<file path="src/rtl/cpu_run_ctrl.sv">
// Run/step/reset sequencer: debounces two board buttons and produces the CPU reset and clock enable.
// Optional breakpoint support is compiled in with `define BREAKPOINT_EN.
module cpu_run_ctrl #(
   parameter int DEBOUNCE_CYCLES = 65535,
   parameter int RESET_HOLD      = 16,
   parameter int CNT_W           = 17
) (
   input  logic        clk,
   input  logic        reset,
   input  logic        btn1,
   input  logic        btn2,
   input  logic [31:0] pc,
   input  logic        mem_ready,
   input  logic [31:0] bp_addr,
   output logic        cpu_reset_n,
   output logic        cpu_clk_en,
   output logic        step_mode,
   output logic        bp_hit,
   output logic [2:0]  state_dbg
);

   // state      | meaning
   // S_IDLE     | just out of reset, start a reset sequence
   // S_RST_HOLD | cpu_reset_n held low for RESET_HOLD cycles
   // S_RUN      | free-running, cpu_clk_en high
   // S_STEP_WAIT| single-step mode, waiting for a step press
   // S_STEP_PULSE| one instruction advancing until mem_ready
   typedef enum logic [2:0] {
      S_IDLE       = 3'd0,
      S_RST_HOLD   = 3'd1,
      S_RUN        = 3'd2,
      S_STEP_WAIT  = 3'd3,
      S_STEP_PULSE = 3'd4
   } state_t;

   localparam logic [CNT_W-1:0] DB_LAST   = CNT_W'(DEBOUNCE_CYCLES - 1);
   localparam logic [CNT_W-1:0] HOLD_LOAD = CNT_W'(RESET_HOLD - 1);

   // bit 0 = btn1 (reset/run), bit 1 = btn2 (step)
   logic [1:0]       sync1_q, sync2_q, db_q, press_q;
   logic [CNT_W-1:0] db_cnt_q [2];

   always_ff @(posedge clk or negedge reset) begin
      if (!reset) begin
         sync1_q <= 2'b11;
         sync2_q <= 2'b11;
         db_q    <= 2'b11;
         press_q <= 2'b00;
         for (int i = 0; i < 2; i++) db_cnt_q[i] <= '0;
      end else begin
         sync1_q <= {btn2, btn1};
         sync2_q <= sync1_q;
         for (int i = 0; i < 2; i++) begin
            press_q[i] <= 1'b0;
            if (sync2_q[i] == db_q[i]) begin
               db_cnt_q[i] <= '0;
            end else if (db_cnt_q[i] == DB_LAST) begin
               db_q[i]     <= ~db_q[i];
               db_cnt_q[i] <= '0;
               // only a released->pressed flip counts as an event
               press_q[i]  <= db_q[i];
            end else begin
               db_cnt_q[i] <= db_cnt_q[i] + 1'b1;
            end
         end
      end
   end

   logic ev_rst, ev_step, bp_trig;
   assign ev_rst  = press_q[0];
   assign ev_step = press_q[1];

   state_t           state_q;
   logic [CNT_W-1:0] hold_q;
   logic             cpu_reset_n_q, cpu_clk_en_q, step_mode_q, bp_hit_q;

`ifdef BREAKPOINT_EN
   assign bp_trig = cpu_clk_en_q & mem_ready & (pc == bp_addr);
`else
   logic unused_bp;
   assign unused_bp = ^{pc, bp_addr};
   assign bp_trig   = 1'b0;
`endif

   always_ff @(posedge clk or negedge reset) begin
      if (!reset) begin
         state_q       <= S_IDLE;
         hold_q        <= '0;
         cpu_reset_n_q <= 1'b0;
         cpu_clk_en_q  <= 1'b0;
         step_mode_q   <= 1'b0;
         bp_hit_q      <= 1'b0;
      end else begin
         if (ev_rst || ev_step) bp_hit_q <= 1'b0;
         case (state_q)
            S_IDLE: begin
               state_q       <= S_RST_HOLD;
               hold_q        <= HOLD_LOAD;
               cpu_reset_n_q <= 1'b0;
               cpu_clk_en_q  <= 1'b0;
               step_mode_q   <= 1'b0;
            end
            S_RST_HOLD: begin
               if (hold_q == '0) begin
                  state_q       <= S_RUN;
                  cpu_reset_n_q <= 1'b1;
                  cpu_clk_en_q  <= 1'b1;
               end else begin
                  hold_q <= hold_q - 1'b1;
               end
            end
            S_RUN: begin
               if (ev_rst) begin
                  state_q       <= S_RST_HOLD;
                  hold_q        <= HOLD_LOAD;
                  cpu_reset_n_q <= 1'b0;
                  cpu_clk_en_q  <= 1'b0;
                  step_mode_q   <= 1'b0;
               end else if (ev_step || bp_trig) begin
                  state_q      <= S_STEP_WAIT;
                  cpu_clk_en_q <= 1'b0;
                  step_mode_q  <= 1'b1;
                  if (!ev_step) bp_hit_q <= 1'b1;
               end
            end
            S_STEP_WAIT: begin
               if (ev_rst) begin
                  state_q       <= S_RST_HOLD;
                  hold_q        <= HOLD_LOAD;
                  cpu_reset_n_q <= 1'b0;
                  cpu_clk_en_q  <= 1'b0;
                  step_mode_q   <= 1'b0;
               end else if (ev_step) begin
                  state_q      <= S_STEP_PULSE;
                  cpu_clk_en_q <= 1'b1;
               end
            end
            S_STEP_PULSE: begin
               if (mem_ready) begin
                  state_q      <= S_STEP_WAIT;
                  cpu_clk_en_q <= 1'b0;
               end
            end
            default: begin
               state_q       <= S_IDLE;
               cpu_reset_n_q <= 1'b0;
               cpu_clk_en_q  <= 1'b0;
               step_mode_q   <= 1'b0;
            end
         endcase
      end
   end

   assign cpu_reset_n = cpu_reset_n_q;
   assign cpu_clk_en  = cpu_clk_en_q;
   assign step_mode   = step_mode_q;
   assign bp_hit      = bp_hit_q;
   assign state_dbg   = state_q;

endmodule
</file>
<file path="config.mk">
export PLATFORM = sky130hd
export DESIGN_NAME = cpu_run_ctrl
export DESIGN_NICKNAME = d
export VERILOG_FILES = /design/src/rtl/cpu_run_ctrl.sv
export SDC_FILE = /design/constraint.sdc
export NUM_CORES = 1
export LEC_CHECK = 0
export ABC_CLOCK_PERIOD_IN_PS = 4100
export BUFFER_PORTS_ARGS = -buffer_cell sky130_fd_sc_hd__buf_2
export CAP_MARGIN = 20
export CORE_MARGIN = 3
export CORE_UTILIZATION = 58
export DETAILED_ROUTE_END_ITERATION = 7
export HOLD_SLACK_MARGIN = 0.12
export PLACE_DENSITY = 0.85
export SYNTH_ARGS = -nofsm -noshare
export SYNTH_HDL_FRONTEND = slang
export SYNTH_SLANG_ARGS = --single-unit
</file>
<file path="constraint.sdc">
create_clock -name clk -period 4.1 [get_ports clk]
set_clock_uncertainty 0.1 [all_clocks]
set_input_delay 0.82 -clock clk [delete_from_list [all_inputs] [get_ports clk]]
set_output_delay 0.82 -clock clk [all_outputs]
set_load 0.05 [all_outputs]
</file>
==> Word level (Yosys, flattened, before mapping) <==
Cells that the tools add are included.
{ "totals": {"memories": 0, "input_bits": 69, "rom_bits": 0, "ram_bits": 0, "latchBits": 0, "wordCells": 75, "out_inout_bits": 7, "regBits": 65} }
{ "classes": {"div_mod_pow": 0, "mux": 28, "n_reduce_logical": 11, "eq_ne": 15, "bitwise_logic": 6, "order_cmp": 0, "shifts": 0, "multipliers": 0, "addsub": 3} }
{ "ops": {"columns": ["operator", "count"], "rows": [
  ["$mux W17", 6],
  ["$pmux W17 S3", 1],
  ["$add A17 B1 Y17 const B", 2],
  ["$eq A17 B16 Y1 const B", 2],
  ["$mux W3", 6],
  ["$logic_not A17 Y1", 1],
  ["$sub A17 B1 Y17 const B", 1],
  ["$pmux W3 S5", 1],
  ["$mux W1", 11],
  ["$reduce_and A3 Y1", 3],
  ["$ne A2 B2 Y1 const B", 4],
  ["$eq A3 B2 Y1 const B", 2],
  ["$ne A3 B3 Y1 const B", 2],
  ["$not A1 Y1", 6],
  ["$pmux W1 S3", 2],
  ["$pmux W1 S4", 1],
  ["$reduce_and A2 Y1", 2],
  ["$reduce_and A4 Y1", 1],
  ["$reduce_or A2 Y1", 2],
  ["$eq A3 B1 Y1 const B", 1],
  ["$eq A3 B3 Y1 const B", 1],
  ["$logic_not A3 Y1", 1],
  ["$reduce_bool A3 Y1", 1],
  ["$eq A1 B1 Y1", 2],
  ["$ne A2 B1 Y1 const B", 1]
]} }

==> Depth between registers and ports, before layout <==
Gate-level depths: netlist of run 1.
{ "logic_depth": {"ltp_word": 4, "mapped_depth": 8, "ltp_nobuf": 7} }

==> Worst setup path before layout of run 1 <==
No wires, ideal clock.
{ "synth_timing": {"path_kind": "register -> register", "from": "register state_q[1] (netlist: state_dbg[1])", "to": "register hold_q[11]", "path_stages_with_launch": 7, "t_arrival_ns": 1.824, "path_buffers": 1, "t_required_ns": 3.923, "slack_ns": 2.098, "path_cell_list": "dfrtp_1 > buf_2 > nor2b_2 > nor2_8 > o211ai_2 > or4_1 > a21oi_1"} }
{ "synth_via": {"elab_chain_len": 4} }
{ "synth_rtl": {"columns": ["element", "line", "text"], "rows": [
  ["start, declared", "73", "state_t state_q;"],
  ["start signal, assigned", "87", "state_q <= S_IDLE;"],
  ["start signal, assigned", "97", "state_q <= S_RST_HOLD;"],
  ["start signal, assigned", "105", "state_q <= S_RUN;"],
  ["$eq A3 B2 Y1", "95", "case (state_q)"],
  ["$reduce_or A2 Y1 (no source line)", null, null],
  ["$ne A2 B1 Y1 (no source line) / $reduce_bool A3 Y1 (equally long branches)", null, null],
  ["$reduce_and A3 Y1 (no source line)", null, null],
  ["end signal, assigned", "109", "hold_q <= hold_q - 1'b1;"],
  ["end, declared", "74", "logic [CNT_W-1:0] hold_q;"]
]} }
Parallel ways exist; a longest one is shown, timed or not.
A chain may end at the register's enable or synchronous reset.

==> Final worst setup path of run 1 <==
{ "layout_timing": {"from": "register state_q[2] (netlist: state_dbg[2])", "to": "output state_dbg[2]"} }
{ "layout_lines": {"columns": ["element", "line", "text"], "rows": [
  ["end, declared", "19", "output logic [2:0] state_dbg"]
]} }
No word-level cell between the ends.

==> results of run 1 <==
[power groups by stage]
stage	clock, mW	sequential [mW]	combinational, mW
2_1_floorplan	0	0.667	0.0199
3_3_place_gp	0	0.669	0.0361
3_5_place_dp	0	0.669	0.0370
4_1_cts	0.491	0.657	0.0375
5_1_grt	0.521	0.658	0.0425
6_report	0.474	0.657	0.0357
[stage by stage]
step	util, %	hold WS (ps)	power, mW	std cells
finish	66.8	250	1.17	407
floorplan	-	245	0.687	320
CTS	66.8	254	1.19	407
detailed placement	63.5	247	0.706	391
global route	66.8	251	1.22	407
global placement	63.5	247	0.705	391
[registers in the layout, summed over array words and instances, names as in the netlist]
signal,cells
db_cnt_q,34
hold_q,17
state_dbg,3
db_q,2
press_q,2
sync1_q,2
sync2_q,2
cpu_clk_en,1
cpu_reset_n,1
step_mode,1
[kinds of logic (layout without fill, tap and decap cells)]
family | count (synthesis) | after routing | share of synthesized area, %
AO/OA/AOI/OAI | 46 | 46 | 9.49
XOR/XNOR | 35 | 35 | 9.33
adder cells (fa/ha/maj) | 5 | 5 | 1.90
buffers and inverters | 19 | 36 | 2.90
flip-flops | 65 | 65 | 49.8
multiplexers | 2 | 2 | 0.686
other | 1 | 1 | 0.114
AND/OR/NAND/NOR | 147 | 147 | 25.8
[worst reg2reg max path: cells and delay by family, from the launching register on]
family | cells | cell delay (ps)
buf+inv | 1 | 110
fa+ha+maj | 1 | 250
compound gates | 2 | 330
simple gates | 3 | 990
flops | 1 | 400
[per-layer routing]
metal | track usage, % | share of wire (%) | vias to the layer above | wire length [um]
li1 | - | - | 1164 | -
met1 | 25.1 | 45 | 1140 | 2560
met2 | 33.3 | 50 | 40 | 2810
met3 | 6.87 | 4.1 | 7 | 230
met4 | 6.59 | 1.2 | 0 | 67
met5 | 0 | 0 | - | 0
[placed cells by master (no fill, tap or decap), types with 4 or more instances in the layout]
master,netlist,routed
sky130_fd_sc_hd__or4_1,5,5
sky130_fd_sc_hd__dfrtp_1,59,59
sky130_fd_sc_hd__xnor2_1,12,12
sky130_fd_sc_hd__nand4_1,11,11
sky130_fd_sc_hd__o21ai_0,6,6
sky130_fd_sc_hd__clkbuf_8,0,11
sky130_fd_sc_hd__nand3_1,25,25
sky130_fd_sc_hd__a21oi_1,12,12
sky130_fd_sc_hd__xor2_1,23,23
sky130_fd_sc_hd__and3_1,4,4
sky130_fd_sc_hd__inv_1,9,9
sky130_fd_sc_hd__ha_1,5,5
sky130_fd_sc_hd__o31ai_1,7,7
sky130_fd_sc_hd__nor2_1,49,49
sky130_fd_sc_hd__and4_1,4,4
sky130_fd_sc_hd__nand2_1,15,15
sky130_fd_sc_hd__nor3_1,4,4
sky130_fd_sc_hd__nand2b_1,5,5
sky130_fd_sc_hd__dfstp_2,6,6
sky130_fd_sc_hd__buf_2,4,10
[final cells by class]
class,count,area [um2]
clock buffer,13,159
clock inverter,3,15.0
fill,386,1760
inverter,9,33.8
multi-input combinational,236,1560
sequential,65,1630
tap,70,87.6
timing repair buffer,11,57.6
[how the worst max path moves through the flow]
stage,start,endpoint,depth (start not counted)
after global routing,hold_q[0],hold_q[0],7
after CTS,state_dbg[2],state_dbg[2],1
after global placement,hold_q[0],hold_q[0],7
final,state_dbg[2],state_dbg[2],1
after detailed placement,hold_q[0],hold_q[0],7
after floorplan,state_dbg[1],hold_q[11],6
==> impl_metrics.py, run 1 <==
metrics = {
    "power_and_ir_drop": {
        "power_switching_share_pct": 22.2,
        "power.density_mw_per_mm2": 329,
        "p_leak_nw": 1.56,
        "p_comb_share_pct": 3.1,
        "reg_power_share_pct": 56.3,
        "switchingPower_uw": 259,
        "power.share.clock_pct": 40.6,
        "peakVddDrop_mv": 0.283,
        "internal_pwr_total_uw": 908,
    },
    "yosys": {
        "synth.yosys.seq_area_share_pct": 49.8,
        "synth_area_leaders": "sky130_fd_sc_hd__dfrtp_1 (45%), sky130_fd_sc_hd__xor2_1 (6.1%), sky130_fd_sc_hd__nor2_1 (5.6%)",
        "ys.warnings.count": 0,
        "netlist_top_cells_count": "sky130_fd_sc_hd__dfrtp_1 (59), sky130_fd_sc_hd__nor2_1 (49), sky130_fd_sc_hd__nand3_1 (25), sky130_fd_sc_hd__xor2_1 (23), sky130_fd_sc_hd__nand2_1 (15)",
        "postSynthAreaPerCell_um2": 10.3,
        "async_reset_ff_share_pct": 100,
        "synth_largest_area_cell": "sky130_fd_sc_hd__dfrtp_1",
        "number_of_flops_mapped_to_enable_cells_by_yosys": 0,
        "synth.ff_latch_count": 65,
        "post_synth_inst_count": 320,
        "synthesis.area_mm2": 0.00328,
        "postSynth.topFlopCell": "sky130_fd_sc_hd__dfrtp_1",
        "yosys.area.top_type_share_pct": 45.0,
        "syn_nets": 394,
        "netlist-cell-type-count": 61,
        "synthMostInstantiatedCell": "sky130_fd_sc_hd__dfrtp_1",
    },
    "worst_setup_path": {
        "regToRegEndpoint": "hold_q[0]",
        "crit_type": "reg -> out",
        "timing.critical_path.buf_inv": 1,
        "critical_path_s_slowest_cell": "sky130_fd_sc_hd__dfrtp_1",
        "r2r-start": "hold_q[0]",
        "worst-path-max-fanout": 15,
        "reg2reg_slack_ps": 1820,
        "cpPeakStageDelay_ps": 730,
        "timing.critical_path.max_delay_family": "flip-flops",
        "required_ps": 3180,
        "timing.critical_path.arrival_ps": 1440,
        "rr_worst_depth": 7,
        "crit_path_cell_trace": "buf_2",
        "worstSetupStartpointType": "flip-flop",
        "worst_setup_path_end_kind": "output pin",
    },
    "place": {
        "dp_hpwl_um": 3990,
        "placed_area_mm2": 0.00337,
        "dp_slack_ps": 1830,
        "numPortBuffers": 10,
        "routabilityCongestion": 0.809,
    },
    "clock_tree": {
        "cts.clk_slew.worst_paths_ps": 70,
        "ctsLongestPathBuffers": 2,
        "ctsHoldBuffers": 0,
        "cts_tree": "yes",
        "post_cts_resized": 0,
        "cts.htree.levels": 3,
        "clkLatencyLatePin_ps": 340,
        "clockRootBuffer": "sky130_fd_sc_hd__clkbuf_8",
        "tritoncts_num_sinks": 65,
        "numCtsBuffers": 9,
        "postcts_setup_bufs": 0,
    },
    "detailed_routing": {
        "vias_per_cell": 5.78,
        "post_drt_wl_per_cell_um": 13.9,
        "vias": 2351,
        "drc_errors": 0,
        "ant_nets": 0,
        "drt-initial-drc-count": 132,
        "drt_wl_total_um": 5670,
        "number_of_iterations_in_the_first_detailed_routing_pass": 4,
    },
    "final_layout": {
        "post-route-cell-area_mm2": 0.00354,
        "drive_above_1_share_pct": 14.2,
        "total_number_of_nets_in_the_final_design": 406,
        "flow.area_growth_from_synthesis_pct": 7.85,
        "antennaDiodeCount": 0,
    },
    "floorplanning": {
        "dieArea_mm2": 0.00660,
        "die_x_um": 81.3,
        "die_height_um": 81.3,
        "floorplan.rows": 26,
        "core_region_area_mm2": 0.00530,
        "floorplan.initialDensity_pct": 61.9,
        "design.portCount": 76,
    },
    "timing": {
        "finalWorstPathRequiredPeriod_ps": 2360,
        "number_of_hold_violations_in_the_final_report": 0,
        "worst_pin_slew_ps": 934,
        "fmax_mhz": 423,
        "finalSetupViolCount": 0,
        "period_share_pct": 57.7,
        "fin_setup_tns_ps": 0,
        "fin_ws_ps": 1740,
        "drv_slew": 0,
        "relSlewSlack_pct": 37.8,
        "grt_setup_unrepaired": "no",
    },
    "status": {
        "status": "finished, final reports clean",
    },
    "min_path": {
        "holdPathStages": 0,
        "min-delay-path-class": "reg -> reg",
        "hold_path_startpoint": "sync1_q[1]",
        "worstHoldEndpoint": "sync2_q[1]",
    },
    "global_route": {
        "globalRouteOverflowTotal": 0,
        "grt_pass1_vias": 2305,
        "grt_max_degree": 45,
        "grt_util_all_layers_pct": 20.3,
        "grt_antenna_before_repair": 0,
        "wire_length_of_the_first_global_routing_pass_um": 10300,
    },
    "job": {
        "cap_violations": 0,
    },
}
(Power assumes the default switching activity.)
==> run 2, diff against run 1 <==
Settings changed: ABC_AREA set to 1, ABC_CLOCK_PERIOD_IN_PS 4100 to 2300, CORE_UTILIZATION 58 to 55, PLACE_DENSITY 0.85 to 0.8.
Clock period 4.1 ns to 2.3 ns, I/O delays scaled along.
==> run 2 against run 1 <==
Against the previous run:
- register-to-register slack got worse by 1300 ps
- clock-buffer cell count shrank 3
- hold slack better by 7.0 ps
- global-route usage is 0.087 points higher
- core utilization shrank 2.7 points
- first-iteration DRC count shrank 3.8%
- sequential share of layout area decreased by 4.5 points
- highest routed layer unchanged
==> impl_metrics.py, run 2 <==
metrics = {
    "final_layout": {
        "drive_above_1_share_pct": 12.5,
        "filler_cell_count": 525,
        "post_layout_nonfiller_instances": 563,
        "mostFrequentLayoutCell": "sky130_fd_sc_hd__nand2_1",
        "largest_register_ff_count": 34,
        "multiInputGateArea_mm2": 0.00170,
        "layout.cells.most_common_list": "sky130_fd_sc_hd__nand2_1 (106), sky130_fd_sc_hd__nor2_1 (78), sky130_fd_sc_hd__dfrtp_1 (59), sky130_fd_sc_hd__inv_1 (58), sky130_fd_sc_hd__nand3_1 (32)",
        "flow.area_growth_from_synthesis_pct": 8.99,
        "register_area_mm2": 0.00163,
        "total_number_of_nets_in_the_final_design": 557,
        "antennaDiodeCount": 0,
        "most_flops_register": "db_cnt_q",
    },
    "timing": {
        "number_of_hold_violations_in_the_final_report": 0,
        "finalWorstPathRequiredPeriod_ps": 1820,
        "fmax_mhz": 550,
        "period_share_pct": 79.1,
        "finalSetupViolCount": 0,
        "grt_setup_unrepaired": "no",
        "fin_setup_tns_ps": 0,
        "drv_slew": 0,
    },
    "yosys": {
        "synth.ff_latch_count": 65,
        "synth_largest_area_cell": "sky130_fd_sc_hd__dfrtp_1",
        "postSynth.topFlopCell": "sky130_fd_sc_hd__dfrtp_1",
        "synthMostInstantiatedCell": "sky130_fd_sc_hd__nand2_1",
        "synthXorXnorAreaFrac_pct": 4.13,
        "synth_area_leaders": "sky130_fd_sc_hd__dfrtp_1 (41%), sky130_fd_sc_hd__nand2_1 (11%), sky130_fd_sc_hd__nor2_1 (8.1%)",
        "synthSimpleGateAreaFrac_pct": 34.6,
        "number_of_flops_mapped_to_enable_cells_by_yosys": 0,
        "syn_nets": 537,
        "post_synth_inst_count": 463,
        "synth_mux_area_share_pct": 0,
        "async_reset_ff_share_pct": 100,
        "synthesis.area_mm2": 0.00360,
        "netlist_top_cells_count": "sky130_fd_sc_hd__nand2_1 (106), sky130_fd_sc_hd__nor2_1 (78), sky130_fd_sc_hd__dfrtp_1 (59), sky130_fd_sc_hd__inv_1 (58), sky130_fd_sc_hd__nand3_1 (32)",
        "yosys.area.top_type_share_pct": 41.0,
        "synth.yosys.seq_area_share_pct": 45.3,
        "postSynthAreaPerCell_um2": 7.79,
        "synth_compound_gate_area_share_pct": 6.49,
        "netlist-cell-type-count": 36,
        "ys.warnings.count": 0,
        "main_combinational_cell_family_by_area_after_synthesis": "simple AND/OR/NAND/NOR gates",
        "synth_adder_area_share_pct": 1.74,
    },
    "worst_setup_path": {
        "required_ps": 2410,
        "crit_type": "reg -> reg",
        "worst-path-max-fanout": 12,
        "timing.critical_path.arrival_ps": 1930,
        "worst_setup_path_end_kind": "flip-flop",
        "worstSetupStartpointType": "flip-flop",
    },
    "detailed_routing": {
        "vias_per_cell": 5.19,
        "met2WireLength_um": 3320,
        "drc_errors": 0,
        "ant_nets": 0,
        "drt_wl_total_um": 6630,
        "wl_met1_um": 3030,
        "routed-wl-met3_um": 200,
        "vias": 2923,
        "number_of_iterations_in_the_first_detailed_routing_pass": 4,
        "top_layer_used": "met4",
        "drt-initial-drc-count": 127,
        "post_drt_wl_per_cell_um": 11.8,
    },
    "floorplanning": {
        "design.portCount": 76,
        "die_x_um": 87.0,
        "floorplan.initialDensity_pct": 58.8,
        "core_region_area_mm2": 0.00613,
        "dieArea_mm2": 0.00756,
        "die_height_um": 87.0,
        "floorplan.rows": 28,
    },
    "clock_tree": {
        "postcts_setup_bufs": 0,
        "ctsLongestPathBuffers": 2,
        "numCtsBuffers": 9,
        "clockRootBuffer": "sky130_fd_sc_hd__clkbuf_8",
        "cts_tree": "yes",
        "cts.clk_slew.worst_paths_ps": 70,
        "cts.htree.levels": 3,
        "tritoncts_num_sinks": 65,
        "clkLatencyLatePin_ps": 340,
    },
    "power_and_ir_drop": {
        "peakVddDrop_mv": 0.778,
        "p_leak_nw": 1.84,
        "design_power_total_mw": 3.01,
        "power.density_mw_per_mm2": 767,
    },
    "global_route": {
        "grt_pass1_vias": 2924,
        "grt_util_all_layers_pct": 20.3,
        "grt_max_degree": 55,
        "grt_antenna_before_repair": 0,
        "wire_length_of_the_first_global_routing_pass_um": 12200,
        "globalRouteOverflowTotal": 0,
    },
    "place": {
        "placedCellCount": 544,
        "routabilityCongestion": 0.851,
        "dp_hpwl_um": 4880,
        "numPortBuffers": 10,
    },
    "min_path": {
        "min-delay-path-class": "reg -> reg",
    },
    "job": {
        "cap_violations": 0,
    },
    "status": {
        "status": "finished, final reports clean",
    },
}
-- run 2: per-stage QoR --
| stage | cell area (um2) | hold slack, ps | utilization (%) | worst slack (ps) |
|---|---|---|---|---|
| 2_1_floorplan | 3600 | 64.4 | - | 592 |
| 3_3_place_gp | 3720 | 245 | 60.7 | 536 |
| 3_5_place_dp | 3720 | 249 | 60.7 | 473 |
| 4_1_cts | 3930 | 256 | 64.1 | 452 |
| 5_1_grt | 3930 | 247 | 64.1 | 306 |
| 6_report | 3930 | 257 | 64.1 | 482 |
-- run 2: layout make-up --
type                       instances  share of cell area [%]
sequential                        65                    41.6
inverter                          58                    5.54
timing repair buffer              15                    2.74
clock inverter                     6                    1.08
clock buffer                      10                    3.50
multi-input combinational        334                    43.2
tap                               75                    2.39
-- run 2: kinds of logic after synthesis --
logic type,after synthesis
adders and majority gates,5
other,1
DFF,65
AOI/OAI and AO/OA,40
buffers and inverters,64
xor gates and xnor gates,17
and+or+nand+nor,271
-- run 2: worst paths after layout --
kind	startpoint	endpoint	slack, ps	cells past startpoint
min in group asynchronous	reset	cpu_reset_n	440	2
min	sync1_q[1]	sync2_q[1]	260	0
max reg2reg	db_cnt_q[0]	db_cnt_q[7]	480	7
max	db_cnt_q[0]	db_cnt_q[7]	480	7
max in group asynchronous	reset	sync1_q[0]	1040	3
min reg2reg	sync1_q[1]	sync2_q[1]	260	0
-- run 2: worst max-delay path: stages, from the launching register on --
cell and delay [ps]:
sky130_fd_sc_hd__dfrtp_1 410, sky130_fd_sc_hd__inv_1 70, sky130_fd_sc_hd__ha_1 180, sky130_fd_sc_hd__inv_1 60, sky130_fd_sc_hd__nor3_1 210, sky130_fd_sc_hd__nand3_2 170
sky130_fd_sc_hd__nand2_1 390, sky130_fd_sc_hd__nor3_1 90
-- run 2: per-layer routing --
metal / up-vias / global-route usage, %
met1: 1361 / 24.0
met4: 0 / 6.80
met3: 8 / 6.24
met2: 32 / 35.1
li1: 1522 / -
met5: - / 0
-- run 2: what timing repair did --
item / in CTS / in global routing
hold endpoints to repair: 13 / 0
gates resized for setup: 0 / 0
hold buffers: 3 / 0
-- run 2: where the power goes --
group          total [mW]  switching, mW  internal [mW]
registers            1.33         0.0955           1.23
clock network       0.863          0.442          0.421
logic               0.822          0.595          0.227
total                3.01           1.13           1.88
